[config.mk]
export PLATFORM = sky130hd
export DESIGN_NAME = rf_writeback_queue_flat
export DESIGN_NICKNAME = d
export VERILOG_FILES = /design/src/rtl/rf_writeback_queue_if.sv /design/src/rtl/rf_writeback_queue.sv /design/src/flat_wrapper.sv
export SDC_FILE = /design/constraint.sdc
export NUM_CORES = 1
export LEC_CHECK = 0
export BUFFER_PORTS_ARGS = -buffer_cell sky130_fd_sc_hd__buf_2
export CAP_MARGIN = 10
export CORE_ASPECT_RATIO = 0.5
export CORE_MARGIN = 2
export CORE_UTILIZATION = 55
export CTS_CLUSTER_DIAMETER = 50
export DETAILED_ROUTE_END_ITERATION = 8
export PLACE_DENSITY_LB_ADDON = 0.15
export REMOVE_ABC_BUFFERS = 1
export SLEW_MARGIN = 40
export SYNTH_ARGS = -nofsm -noshare
export SYNTH_HDL_FRONTEND = slang
export SYNTH_SLANG_ARGS = --single-unit
[constraint.sdc]
create_clock -name clk_i -period 5.56 [get_ports clk_i]
set_clock_uncertainty 0.1 [all_clocks]
set_input_delay 1.112 -clock clk_i [delete_from_list [all_inputs] [get_ports clk_i]]
set_output_delay 1.112 -clock clk_i [all_outputs]
set_load 0.05 [all_outputs]
[src/rtl/rf_writeback_queue_if.sv]
// Producer handshakes, register-file write port and hazard-lookup signals of rf_writeback_queue.
// The queue takes the slave modport; producers and the register file sit on the master side.
interface rf_writeback_queue_if #(
    parameter int unsigned DEPTH = 4,
    parameter int unsigned DW    = 16,
    parameter int unsigned AW    = 4
);
    localparam int unsigned CW = $clog2(DEPTH + 1);

    logic          mem_valid;
    logic          mem_ready;
    logic [AW-1:0] mem_reg;
    logic [DW-1:0] mem_data;
    logic          alu_valid;
    logic          alu_ready;
    logic [AW-1:0] alu_reg;
    logic [DW-1:0] alu_data;
    logic [AW-1:0] DstReg;
    logic          WriteReg;
    logic [DW-1:0] DstData;
    logic [CW-1:0] count;
    logic [AW-1:0] chk_reg;
    logic          chk_pending;
    logic [DW-1:0] chk_data;

    modport master (
        output mem_valid, mem_reg, mem_data, alu_valid, alu_reg, alu_data, chk_reg,
        input  mem_ready, alu_ready, DstReg, WriteReg, DstData, count, chk_pending, chk_data
    );

    modport slave (
        input  mem_valid, mem_reg, mem_data, alu_valid, alu_reg, alu_data, chk_reg,
        output mem_ready, alu_ready, DstReg, WriteReg, DstData, count, chk_pending, chk_data
    );
endinterface

[src/rtl/rf_writeback_queue.sv]
// Register-file writeback queue: merges load and ALU results into a FIFO draining one write/cycle.
// Optional pending-write lookup is enabled by defining RF_PEND_LOOKUP_EN.
module rf_writeback_queue #(
    parameter int unsigned DEPTH = 4,
    parameter int unsigned DW    = 16,
    parameter int unsigned AW    = 4
) (
    input  logic                clk_i,
    input  logic                rst_ni,
    rf_writeback_queue_if.slave bus
);
    localparam int unsigned PW = $clog2(DEPTH);
    localparam int unsigned CW = $clog2(DEPTH + 1);

    logic [AW-1:0] reg_q  [DEPTH];
    logic [DW-1:0] data_q [DEPTH];
    logic [PW-1:0] rd_ptr_q, rd_ptr_d;
    logic [PW-1:0] wr_ptr_q, wr_ptr_d;
    logic [PW-1:0] alu_idx;
    logic [CW-1:0] cnt_q, cnt_d;
    logic [CW:0]   free;
    logic          not_empty;
    logic          mem_push;
    logic          alu_push;

    // The head always drains this cycle, so its slot is already counted as free.
    assign not_empty = (cnt_q != '0);
    assign free      = (CW+1)'(DEPTH) - {1'b0, cnt_q} + {{CW{1'b0}}, not_empty};

    assign bus.mem_ready = (free >= (CW+1)'(1));
    assign bus.alu_ready = (free >= (bus.mem_valid ? (CW+1)'(2) : (CW+1)'(1)));

    // Register-0 writes complete the handshake but never occupy a slot.
    assign mem_push = bus.mem_valid && bus.mem_ready && (bus.mem_reg != '0);
    assign alu_push = bus.alu_valid && bus.alu_ready && (bus.alu_reg != '0);

    always_comb begin
        alu_idx  = wr_ptr_q + PW'(mem_push);
        wr_ptr_d = wr_ptr_q + PW'(mem_push) + PW'(alu_push);
        rd_ptr_d = rd_ptr_q + PW'(not_empty);
        cnt_d    = cnt_q + CW'(mem_push) + CW'(alu_push) - CW'(not_empty);
    end

    always_ff @(posedge clk_i or negedge rst_ni) begin
        if (!rst_ni) begin
            rd_ptr_q <= '0;
            wr_ptr_q <= '0;
            cnt_q    <= '0;
            for (int i = 0; i < int'(DEPTH); i++) begin
                reg_q[i]  <= '0;
                data_q[i] <= '0;
            end
        end else begin
            rd_ptr_q <= rd_ptr_d;
            wr_ptr_q <= wr_ptr_d;
            cnt_q    <= cnt_d;
            if (mem_push) begin
                reg_q[wr_ptr_q]  <= bus.mem_reg;
                data_q[wr_ptr_q] <= bus.mem_data;
            end
            if (alu_push) begin
                reg_q[alu_idx]  <= bus.alu_reg;
                data_q[alu_idx] <= bus.alu_data;
            end
        end
    end

    assign bus.WriteReg = not_empty;
    assign bus.DstReg   = not_empty ? reg_q[rd_ptr_q] : '0;
    assign bus.DstData  = not_empty ? data_q[rd_ptr_q] : '0;
    assign bus.count    = cnt_q;

`ifdef RF_PEND_LOOKUP_EN
    logic [PW-1:0] lk_idx;

    // Walk oldest to newest so the last match left standing is the newest queued value.
    always_comb begin
        bus.chk_pending = 1'b0;
        bus.chk_data    = '0;
        lk_idx          = '0;
        for (int i = 0; i < int'(DEPTH); i++) begin
            lk_idx = rd_ptr_q + PW'(i);
            if ((CW'(i) < cnt_q) && (bus.chk_reg != '0) && (reg_q[lk_idx] == bus.chk_reg)) begin
                bus.chk_pending = 1'b1;
                bus.chk_data    = data_q[lk_idx];
            end
        end
    end
`else
    logic unused_chk_reg;

    assign unused_chk_reg  = ^bus.chk_reg;
    assign bus.chk_pending = 1'b0;
    assign bus.chk_data    = '0;
`endif
endmodule

[src/flat_wrapper.sv]
// flat-port wrapper written by rule: the top's interface ports become plain ports
module rf_writeback_queue_flat 
#(
    parameter int unsigned DEPTH = 4,
    parameter int unsigned DW    = 16,
    parameter int unsigned AW    = 4
)
  (clk_i, rst_ni, bus_mem_valid, bus_mem_reg, bus_mem_data, bus_alu_valid, bus_alu_reg, bus_alu_data, bus_chk_reg, bus_mem_ready, bus_alu_ready, bus_DstReg, bus_WriteReg, bus_DstData, bus_count, bus_chk_pending, bus_chk_data);
  rf_writeback_queue_if #(.DEPTH(DEPTH), .DW(DW), .AW(AW)) bus_i ();
  input  logic clk_i;
  input  logic rst_ni;
  input wire logic [$bits(bus_i.mem_valid)-1:0] bus_mem_valid;
  input wire logic [$bits(bus_i.mem_reg)-1:0] bus_mem_reg;
  input wire logic [$bits(bus_i.mem_data)-1:0] bus_mem_data;
  input wire logic [$bits(bus_i.alu_valid)-1:0] bus_alu_valid;
  input wire logic [$bits(bus_i.alu_reg)-1:0] bus_alu_reg;
  input wire logic [$bits(bus_i.alu_data)-1:0] bus_alu_data;
  input wire logic [$bits(bus_i.chk_reg)-1:0] bus_chk_reg;
  output wire logic [$bits(bus_i.mem_ready)-1:0] bus_mem_ready;
  output wire logic [$bits(bus_i.alu_ready)-1:0] bus_alu_ready;
  output wire logic [$bits(bus_i.DstReg)-1:0] bus_DstReg;
  output wire logic [$bits(bus_i.WriteReg)-1:0] bus_WriteReg;
  output wire logic [$bits(bus_i.DstData)-1:0] bus_DstData;
  output wire logic [$bits(bus_i.count)-1:0] bus_count;
  output wire logic [$bits(bus_i.chk_pending)-1:0] bus_chk_pending;
  output wire logic [$bits(bus_i.chk_data)-1:0] bus_chk_data;
  assign bus_i.mem_valid = bus_mem_valid;
  assign bus_i.mem_reg = bus_mem_reg;
  assign bus_i.mem_data = bus_mem_data;
  assign bus_i.alu_valid = bus_alu_valid;
  assign bus_i.alu_reg = bus_alu_reg;
  assign bus_i.alu_data = bus_alu_data;
  assign bus_i.chk_reg = bus_chk_reg;
  assign bus_mem_ready = bus_i.mem_ready;
  assign bus_alu_ready = bus_i.alu_ready;
  assign bus_DstReg = bus_i.DstReg;
  assign bus_WriteReg = bus_i.WriteReg;
  assign bus_DstData = bus_i.DstData;
  assign bus_count = bus_i.count;
  assign bus_chk_pending = bus_i.chk_pending;
  assign bus_chk_data = bus_i.chk_data;
  rf_writeback_queue #(.DEPTH(DEPTH), .DW(DW), .AW(AW)) u_core (.clk_i(clk_i), .rst_ni(rst_ni), .bus(bus_i));
endmodule
* After elaboration in Yosys (flattened, before gate mapping)
Cells that the tools add are included.
** Storage, ports and cells
- Register bits :: 87
- Word-level logic and storage cells :: 63
** Cells by class
- Add/subtract/negate cells :: 8
- $lt $le $gt $ge :: 7
- Mux-type cells :: 25
- Bitwise logic cells :: 3
- Reductions and logical operators :: 9
** Operators with widths (number)
- $bwmux 64 :: 2
- $mux 64 :: 2
- $mux 16 :: 7
- $demux 16 s2 :: 2
- $bmux 16 s2 :: 1
- $bwmux 16 :: 2
- $mux 4 :: 5
- $demux 4 s2 :: 2
- $ge 3x3->1 const B :: 3
- $not 2->3 :: 3
- $bmux 4 s2 :: 1
- $reduce_bool 4->1 :: 2
- $add 2x1->2 :: 3
- $add 3x1->3 :: 2
- $logic_and 1x1->1 :: 6
- $lt 3x1->1 const B :: 2
- $add 4x1->4 :: 1
- $ge 4x1->1 const B :: 1
- $ge 4x4->1 :: 1
- $sub 3x3->4 const A :: 1
- $reduce_bool 3->1 :: 1
- $sub 3x1->3 :: 1
- $mux 2 :: 1

* Depth between registers and ports, before layout
Gate-level depths: netlist of run 1.
- Depth after elaboration :: 13
- Mapped depth :: 16
- Mapped depth without buffers :: 14

* Worst setup path after synthesis of run 1
OpenSTA, ideal clock, no wires.
- Path kind :: register to register
- From :: register u_core.cnt_q[2] (netlist: u_core.bus.count[2])
- To :: register u_core.data_q[55] in the netlist's numbering
- Setup time :: 0.082 ns
- Data arrival time :: 4.168 ns
- Data required time :: 5.378 ns
- Setup slack :: 1.210 ns
- Stages on the path, launching flop included :: 16
- Buffers on the path :: 3
- Period minus slack after synthesis :: 4.350 ns
- Cells stage by stage :: dfrtp_1 > nor3_1 > clkbuf_1 > ha_1 > inv_1 > ha_1 > or2_4 > a211oi_4 > inv_2 > buf_2 > and2_1 > ha_1 > or3_1 > or2_2 > buf_2 > a31oi_1
** Between the ends
- Word-level cells in the longest chain between the ends :: 13
- Elaborated cells between the ends (all ways) :: 19
** Ends and longest elaborated chain
- from (decl) :: line rf_writeback_queue.sv:20 : logic [CW-1:0] cnt_q, cnt_d;
- from (signal assigned) :: line rf_writeback_queue.sv:56 : cnt_q <= cnt_d;
- $sub 3x3->4 or $reduce_bool 3->1 (tied branches) :: line rf_writeback_queue.sv:28, rf_writeback_queue.sv:27
- $add 4x1->4 (*) :: line rf_writeback_queue.sv:28 : assign free = (CW+1)'(DEPTH) - {1'b0, cnt_q} + {{CW{1'b0}}, not_empty};
- $ge 4x1->1 (*) :: line rf_writeback_queue.sv:30 : assign bus.mem_ready = (free >= (CW+1)'(1));
- net bus_mem_ready :: line flat_wrapper.sv:19 : output wire logic [$bits(bus_i.mem_ready)-1:0] bus_mem_ready;
- $logic_and 1x1->1 (*) (2 in series) :: line rf_writeback_queue.sv:34 : assign mem_push = bus.mem_valid && bus.mem_ready && (bus.mem_reg != '0);
- $add 2x1->2 :: line rf_writeback_queue.sv:38 : alu_idx = wr_ptr_q + PW'(mem_push);
- $not 2->3 (implied by the code) :: line rf_writeback_queue.sv:63 : data_q[alu_idx] <= bus.alu_data;
- $ge 3x3->1 (implied by the code) or $lt 3x1->1 (tied branches) :: line rf_writeback_queue.sv:63
- $logic_and 1x1->1 (implied by the code) :: line rf_writeback_queue.sv:63
- $mux 16 (implied by the code) :: line rf_writeback_queue.sv:63
- $demux 16 s2 :: line rf_writeback_queue.sv:63
- $bwmux 64 :: line rf_writeback_queue.sv:63
- $mux 64 (*) :: line rf_writeback_queue.sv:61 : if (alu_push) begin
- to (signal, indexed assignment) :: line rf_writeback_queue.sv:59 : data_q[wr_ptr_q] <= bus.mem_data;
- to (signal, indexed assignment) :: line rf_writeback_queue.sv:63
- to (decl) :: line rf_writeback_queue.sv:16 : logic [DW-1:0] data_q [DEPTH];
The timed path passes the listed nets; every way through them passes the cells marked *.

* Final worst setup path of run 1
- From :: register u_core.cnt_q[2] (netlist: u_core.bus.count[2])
- To :: output bus_alu_ready
** Between the ends
- Word-level cells in the longest chain between the ends :: 3
- Elaborated cells between the ends (all ways) :: 4
** Ends and longest elaborated chain
- $sub 3x3->4 or $reduce_bool 3->1 (tied branches) :: line rf_writeback_queue.sv:28, rf_writeback_queue.sv:27
- $add 4x1->4 (*) :: line rf_writeback_queue.sv:28
- $ge 4x4->1 (*) :: line rf_writeback_queue.sv:31 : assign bus.alu_ready = (free >= (bus.mem_valid ? (CW+1)'(2) : (CW+1)'(1)));
- to (decl) :: line flat_wrapper.sv:20 : output wire logic [$bits(bus_i.alu_ready)-1:0] bus_alu_ready;
Mark *: on every way between the ends. The rest lies on a longest branch, timed or not.

==> out/results.tsv, run 1 <==
metric	value	unit
Tmin final	4.54	ns
DR WL/cell	23.6	um
Die Width	145	um
Clk Tree Root Cell	clkbuf_16	
setup ws final	1.02	ns
slowest CP cell	a221oi_4	
Synth area leader	dfrtp_1	
post-synth top area share	40.0	%
Synth Area in Adders	2.81	%
cells after synthesis	590	
largest family of logic cells by synthesized area	simple AND/OR/NAND/NOR gates	
max-cap violations	0	
Synth-to-Final Area Change	10.8	%
fin nets	673	
Gate power share	62.4	%
mean post-synth cell area	9.22	um2
CTS tree	built	
Clk Latency, worst-skew pair	0.34	ns
synth top area cells	dfrtp_1 40%, a31oi_1 9.2%, nand4_1 9.2%, mux4_2 8.3%, nor3_1 7.5%	
cts bufs inserted	9	
pin count of the biggest net entering global routing	82	
Net Sw Power	2.49	mW
Max Fclk	220	MHz
CTS Sinks	87	
CTS Hold Bufs	0	
io pins	91	
final setup fails	0	
die area	10700	um2
maximum VDD drop	0.309	mV
Seq/Total Area, Yosys	40.0	%
Netlist cell types	33	
DP Worst Slack	1.26	ns
layout cells sized above 1	21.8	%
Overall Global Routing Usage	34.7	%
Simple-Gate Fraction of Synth Area	21.1	%
CP required	4.35	ns
drt total wl	17800	um
crit path kind	flop to output port	
critical path peak fanout	22	
area post-placement	5700	um2
outcome	completed	
GRT overflow	0	
P_leak	2.35	nW
Max-slew headroom	41.6	%
CORE AREA	9540	um2
Mapped Area	5440	um2
# rows	25	
Worst setup SP type	flop	
Detail Route Antenna Nets	0	
min-delay worst type	flop to flop	
first-pass GRT wire length	27800	um
xor/xnor cell area share of the yosys netlist	0.805	%
Synth Area in Compound Gates	17.8	%
Die Ht	74.3	um
fin area	6030	um2
initial antenna violation count	0	
Async SR Flop Fraction	100	%
Sw Share	52.2	%
Clock Pin Slew Worst Setup and Hold Paths	0.06	ns
ys flop type	dfrtp_1	
drt first pass iters	6	
clock share of power	12.8	%
Slew @ Worst Pin	0.874	ns
vias	5406	
PD cells	792	nW/um2
RSZ-0062 raised after global routing	false	
cell-internal power	2.28	mW
Detailed Place HPWL	9640	um
vias in the first global route	5204	
clk buf depth	2	
Worst setup EP type	output port	
Final Cycle Share	81.6	%
crit-path cells	nor3_2 > buf_4 > ha_1 > inv_1 > ha_1 > ha_1 > a221oi_4 > inv_1 > buf_2	
Finished Core Util	63.2	%
part of the power in registers	24.8	%
Hold Path Depth	2	
I/O Buffers	69	
drt drc	0	
Starting DRT DRC Count	780	
Ys Warns	0	
number of synthesized flops with an enable pin	0	
Yosys reg bits	87	
CP most frequent cell	ha_1	
antenna diode count	0	
worst reg2reg path depth	14	
Setup Buffers After CTS	0	
Final Hold Violating Endpoints	0	
Via density	7.17	
worst path arrival time	3.33	ns
multiplexer share of the synthesized area	8.28	%
CTS HTree Levels	3	
Slew Viols, Final	0	
Final Non-Filler Cells	754	
cts repair resizes	0	
Max stage delay on crit path	0.63	ns
Final Wtd Congestion	0.826	
dpl cells	737	
initial core utilization	57.0	%
[final cells by class]
class                           count  area (um2)
Clock buffer                       13         280
Clock inverter                      3        15.0
Fill cell                         813        3510
Inverter                           10        37.5
Multi-Input combinational cell    420        2850
Sequential cell                    87        2180
Tap cell                          135         169
Timing Repair Buffer               86         495
[layer usage]
| layer | vias up | GRT usage, % | wire (um) |
|---|---|---|---|
| met4 | 0 | 14.1 | 284 |
| met3 | 35 | 9.47 | 2390 |
| met5 | - | 0 | 0 |
| met1 | 2637 | 48.6 | 7170 |
| met2 | 432 | 52.0 | 7940 |
| li1 | 2302 | - | - |
[final timing paths]
check	start	endpoint	slack, ns
worst max-delay path	u_core.bus.count[2]	bus_alu_ready	1.02
worst max register to register	u_core.bus.count[2]	u_core.reg_q[14]	1.25
worst min-delay path	u_core.reg_q[14]	u_core.reg_q[14]	0.46
max in group asynchronous	rst_ni	u_core.data_q[55]	3.66
min in group asynchronous	rst_ni	u_core.data_q[8]	0.67
worst min register to register	u_core.reg_q[14]	u_core.reg_q[14]	0.46
[through the flow]
step,TNS (ns),hold slack (ns),total power [mW]
finish,0,0.461,4.77
global route,0,0.487,5.04
CTS,0,0.456,4.69
detailed placement,0,0.448,4.09
global placement,0,0.446,4.03
floorplan,-117.76,0.422,3.23
[Yosys cell counts (2+ instances only)]
cell and number:
mux4_2 20, nand3_1 2, o21ai_0 80, buf_2 10
buf_1 7, buf_4 27, xnor2_1 2, fa_1 2
nand4_1 80, nor3_1 81, o41a_1 2, xor2_1 3
ha_1 9, a31oi_1 80, and2_1 2, dfrtp_1 87
or3_1 2, nand2_1 4, or2_2 3, nor2b_1 22
inv_1 9, clkbuf_1 44, nor2_1 2
[kinds of logic after synthesis]
group                    Yosys count
AO/OA/AOI/OAI                    165
XOR/XNOR                           5
adder cells (fa/ha/maj)           11
buffers and inverters             99
flip-flops                        87
multiplexers                      20
other                              1
AND/OR/NAND/NOR                  202
[cells in the final DEF (no fill, tap or decap), drive strengths merged, types with 9 or more instances in the layout]
cell	instances
a31oi	80
o21ai	80
dfrtp	87
nand4	80
mux4	20
buf	86
inv	10
conb	17
clkbuf	13
nor2b	22
ha	9
nor3	81
[worst max-delay path: cells and delay by family, from the launching register on]
family	cells	cell delay (ns)
simple gates	1	0.18
buf+inv	4	0.85
compound gates	1	0.63
flops	1	0.43
fa+ha+maj	3	0.87
[flip-flops by register name, summed over array words and instances (netlist names)]
name	cells
u_core.bus.count	3
u_core.data_q	64
u_core.rd_ptr_q	2
u_core.reg_q	16
u_core.wr_ptr_q	2
[power by group through the flow]
stage                     sequential, mW  combinational [mW]  clock, mW
after CTS                           1.18                2.91      0.606
final                               1.18                2.98      0.610
after floorplan                     1.19                2.03          0
after global placement              1.17                2.86          0
after detailed placement            1.19                2.91          0
after global routing                1.22                3.19      0.634
Note: power is estimated with default switching activity, not from simulation.
==> run 2, diff against run 1 <==
CORE_UTILIZATION = 52   (was 55)
clock period = 3.82 ns   (was 5.56 ns; I/O delays follow)
==> out/results.tsv, run 2 (synthesized netlist as in run 1, its figures left out) <==
metric	value	unit
Slew Viols, Final	0	
Max-slew headroom	46.4	%
io pins	91	
CP required	2.96	ns
crit-path cells	nor3_2 > ha_1 > inv_1 > ha_1 > nand4b_1 > a211oi_4 > inv_2 > buf_6 > buf_2	
area post-placement	5800	um2
Max stage delay on crit path	0.50	ns
Gate power share	63.1	%
Die Ht	76.3	um
Clk Latency, worst-skew pair	0.34	ns
layout cells sized above 1	22.1	%
Detailed Place HPWL	10200	um
Starting DRT DRC Count	656	
min-delay worst type	input pin to async pin	
Top reg by flops	u_core.data_q	
CP Launch Point	u_core.bus.count[2]	
Slew @ Worst Pin	0.804	ns
flip-flop and latch area	2180	um2
worst path arrival time	2.75	ns
Largest register FFs	64	
drt first pass iters	8	
die area	11300	um2
drt total wl	18100	um
vias	5420	
slowest CP cell	buf_6	
Via density	7.05	
Worst setup SP type	flop	
CORE AREA	10200	um2
Die Width	149	um
drt drc	0	
max-cap violations	0	
cts bufs inserted	9	
pin count of the biggest net entering global routing	82	
CTS Sinks	87	
fin area	6070	um2
worst reg2reg path depth	14	
Setup Buffers After CTS	0	
Finished Core Util	59.6	%
Synth-to-Final Area Change	11.6	%
Sw Share	52.5	%
antenna diode count	0	
Final Hold Violating Endpoints	0	
initial antenna violation count	0	
clk buf depth	2	
most frequent cells in the layout	87 x dfrtp_1, 80 x o21ai_0, 80 x nand4_1, 80 x nor3_1, 80 x a31oi_1	
Final Wtd Congestion	0.804	
clock share of power	11.9	%
first-pass GRT wire length	28900	um
# rows	26	
critical path peak fanout	81	
GRT overflow	0	
Detail Route Antenna Nets	0	
initial core utilization	53.4	%
footprint of the multi-input gates	2850	um2
Clk Tree Root Cell	clkbuf_16	
I/O Buffers	69	
vias in the first global route	5301	
cell-internal power	3.29	mW
CTS tree	built	
CP endpoint	bus_mem_ready	
Pwr Total	6.93	mW
crit path kind	flop to output port	
Tmin final	3.61	ns
final setup fails	0	
P_leak	2.37	nW
most common cell after layout, fill and taps aside	dfrtp_1	
outcome	completed	
part of the power in registers	25.0	%
Net Sw Power	3.64	mW
CTS HTree Levels	3	
Clock Pin Slew Worst Setup and Hold Paths	0.06	ns
setup slack, reg-to-reg	0.22	ns
fillcell total	871	
Max Fclk	277	MHz
Final Cycle Share	94.5	%
RR Endpoint	u_core.data_q[24]	
Overall Global Routing Usage	32.9	%
PD cells	1140	nW/um2
Worst setup EP type	output port	
worst r2r src	u_core.bus.count[2]	
DR WL/cell	23.5	um
maximum VDD drop	0.654	mV
fin nets	684	
CP most frequent cell	ha_1	
==> run 2: power by group through the flow <==
| stage | Sequential, mW | Clock (mW) | Combinational (mW) |
|---|---|---|---|
| finish | 1.73 | 0.824 | 4.37 |
| global route | 1.78 | 0.875 | 4.67 |
| floorplan | 1.74 | 0 | 2.96 |
| CTS | 1.71 | 0.830 | 4.30 |
| detailed placement | 1.73 | 0 | 4.29 |
| global placement | 1.72 | 0 | 4.22 |
==> run 2: final cells by class <==
| type | count | area share [%] |
|---|---|---|
| inverters | 10 | 0.618 |
| flip-flops and latches | 87 | 35.9 |
| clock inverters | 3 | 0.330 |
| repair buffers | 97 | 9.38 |
| well taps | 140 | 2.89 |
| multi-input cells | 420 | 46.9 |
| clock buffers | 12 | 4.06 |
==> run 2: timing repair <==
| action | CTS | global route |
|---|---|---|
| endpoints found under the setup margin | 0 | 1 |
| resized for setup | 0 | 1 |
| hold buffers | 0 | 0 |
==> run 2: critical path, delay by kind of cell, from the launching register on <==
kind | cells | cell delay, ns
and+or+nand+nor | 2 | 0.46
buffers and inverters | 4 | 0.99
adders and majority gates | 2 | 0.37
DFF | 1 | 0.44
AOI/OAI and AO/OA | 1 | 0.11
==> run 2: per-layer routing <==
metal / share of wire (%) / GRT usage (%) / vias up
met5: 0 / 1.36 / -
met1: 42 / 48.3 / 2625
met4: 2.3 / 11.9 / 0
met3: 13 / 9.58 / 39
li1: - / - / 2320
met2: 43 / 46.3 / 436
==> run 2: how the worst min path moves through the flow <==
stage,end,slack (ns),cells after the start
after floorplan,u_core.bus.count[0],0.37,0
after global placement,u_core.reg_q[3],0.44,2
after detailed placement,u_core.reg_q[14],0.45,2
after CTS,u_core.bus.count[1],0.37,1
after global routing,u_core.bus.count[1],0.38,1
final,u_core.bus.count[1],0.32,1
==> run 2: per-stage QoR <==
stage / std cells / setup slack (ns) / hold slack [ns] / TNS, ns
floorplan: 517 / -3.60 / 0.368 / -268.44
global placement: 754 / 0.354 / 0.442 / 0
detailed placement: 754 / 0.295 / 0.449 / 0
CTS: 769 / 0.0487 / 0.370 / 0
global route: 769 / -0.00147 / 0.383 / -0.00147
finish: 769 / 0.210 / 0.323 / 0
==> run 3, diff against run 2 <==
CELL_PAD_IN_SITES_DETAIL_PLACEMENT = 2   (was not set)
CELL_PAD_IN_SITES_GLOBAL_PLACEMENT = 2   (was not set)
CORE_UTILIZATION = 32   (was 52)
PLACE_DENSITY = 0.77   (was not set)
PLACE_DENSITY_LB_ADDON = not set   (was 0.15)
==> out/results.tsv, run 3 (synthesized netlist as in run 1, its figures left out) <==
metric	value	unit
fin area	6310	um2
Detailed Place HPWL	13800	um
layout cells sized above 1	23.4	%
I/O Buffers	69	
Final Cycle Share	96.1	%
part of the power in registers	23.7	%
GRT overflow	0	
cts repair resizes	0	
CTS Sinks	87	
drt drc	0	
routed wire length on met3	1370	um
Setup Buffers After CTS	0	
vias in the first global route	5943	
final setup fails	0	
Crit path max-delay family	adder cells	
Max stage delay on crit path	0.44	ns
Max Fclk	272	MHz
worst path arrival time	2.81	ns
initial antenna violation count	0	
PD cells	1180	nW/um2
antenna diode count	0	
Metal-1 WL	10200	um
Top reg by flops	u_core.data_q	
P_leak	2.44	nW
max-cap violations	0	
area post-placement	5960	um2
CP required	2.96	ns
DR WL/cell	27.3	um
WP buf/inv	4	
vias	5494	
Max-slew headroom	45.5	%
Clk Tree Root Cell	clkbuf_16	
critical path peak fanout	9	
Finished Core Util	38.2	%
Crit. path cell count	9	
CTS HTree Levels	3	
Clk Latency, worst-skew pair	0.35	ns
CORE AREA	16500	um2
first-pass GRT wire length	36400	um
Overall Global Routing Usage	26.6	%
CP most frequent cell	ha_1	
crit path kind	flop to output port	
clock share of power	14.0	%
Top Layer Used	met4	
outcome	completed	
Die Ht	96.2	um
Tmin final	3.67	ns
Largest register FFs	64	
Net Sw Power	3.91	mW
Clock Pin Slew Worst Setup and Hold Paths	0.07	ns
min-delay worst type	input pin to async pin	
Final Hold Violating Endpoints	0	
io pins	91	
Slew @ Worst Pin	0.817	ns
pin count of the biggest net entering global routing	82	
Worst setup EP type	output port	
Sw Share	52.6	%
Gate power share	62.3	%
cts bufs inserted	9	
Die Width	188	um
Final Wtd Congestion	0.785	
crit-path cells	nor3_2 > ha_1 > inv_1 > ha_1 > ha_1 > a221oi_4 > buf_4 > inv_1 > buf_2	
Worst setup SP type	flop	
CTS tree	built	
WL met2	11700	um
Via density	6.37	
Detail Route Antenna Nets	0	
drt total wl	23600	um
drt first pass iters	4	
Starting DRT DRC Count	425	
fillcell total	1810	
CTS Hold Bufs	0	
most frequent cells in the layout	87 x dfrtp_1, 80 x o21ai_0, 80 x nand4_1, 80 x nor3_1, 80 x a31oi_1	
slowest CP cell	dfrtp_1	
# rows	33	
Synth-to-Final Area Change	16.1	%
clk buf depth	2	
cell-internal power	3.53	mW
fin nets	690	
RSZ-0062 raised after global routing	false	
worst reg2reg path depth	14	
die area	18100	um2
initial core utilization	32.9	%
maximum VDD drop	0.478	mV
Slew Viols, Final	0	
most common cell after layout, fill and taps aside	dfrtp_1	
[run 3: cell types whose count changed in the layout (fill, tap and decap cells not counted), moves of 2 or more]
cell        change
bufinv_16       +2
clkinvlp_4      -2
buf_6           -2
clkbuf_8        +3
buf_4           +7
or2_4           +2
or2_2           -2
nor2b_2         +2
nor2b_1         -2
[run 3: power groups by stage]
stage | registers, mW | logic, mW | clock network, mW
CTS | 1.75 | 4.62 | 1.04
finish | 1.77 | 4.64 | 1.04
global route | 1.82 | 4.97 | 1.07
floorplan | 1.74 | 2.96 | 0
global placement | 1.72 | 4.41 | 0
detailed placement | 1.76 | 4.57 | 0
[run 3: routing by layer]
| layer | up-vias | GRT usage [%] |
|---|---|---|
| li1 | 2325 | - |
| met1 | 2942 | 34.9 |
| met2 | 197 | 45.9 |
| met3 | 30 | 4.63 |
| met4 | 0 | 7.49 |
| met5 | - | 0 |
[run 3: final cells by class]
class	count	area, um2	share of cell area [%]
clock inverters	2	60.1	0.951
multi-input cells	420	2860	45.2
inverters	10	37.5	0.595
well taps	227	284	4.50
flip-flops and latches	87	2180	34.5
repair buffers	103	614	9.73
clock buffers	14	284	4.50
[run 3: worst paths after layout]
kind | slack (ns) | end | from
max in group asynchronous | 2.63 | u_core.data_q[45] | rst_ni
setup reg to reg | 0.24 | u_core.reg_q[5] | u_core.bus.count[2]
hold / removal | 0.29 | u_core.data_q[19] | rst_ni
hold reg to reg | 0.48 | u_core.data_q[21] | u_core.data_q[21]
setup / recovery | 0.15 | bus_alu_ready | u_core.bus.count[2]
min in group clk_i | 0.48 | u_core.data_q[21] | u_core.data_q[21]
[run 3: stage by stage]
stage               setup TNS (ns)  hold slack (ns)  power [mW]  cells  setup WS [ns]
floorplan                  -268.44            0.368        4.70    517          -3.60
global placement                 0            0.446        6.14    847          0.362
detailed placement               0            0.463        6.33    847          0.176
CTS                              0            0.425        7.41    863          0.115
global route                     0            0.322        7.86    863         0.0267
finish                           0            0.286        7.44    863          0.150
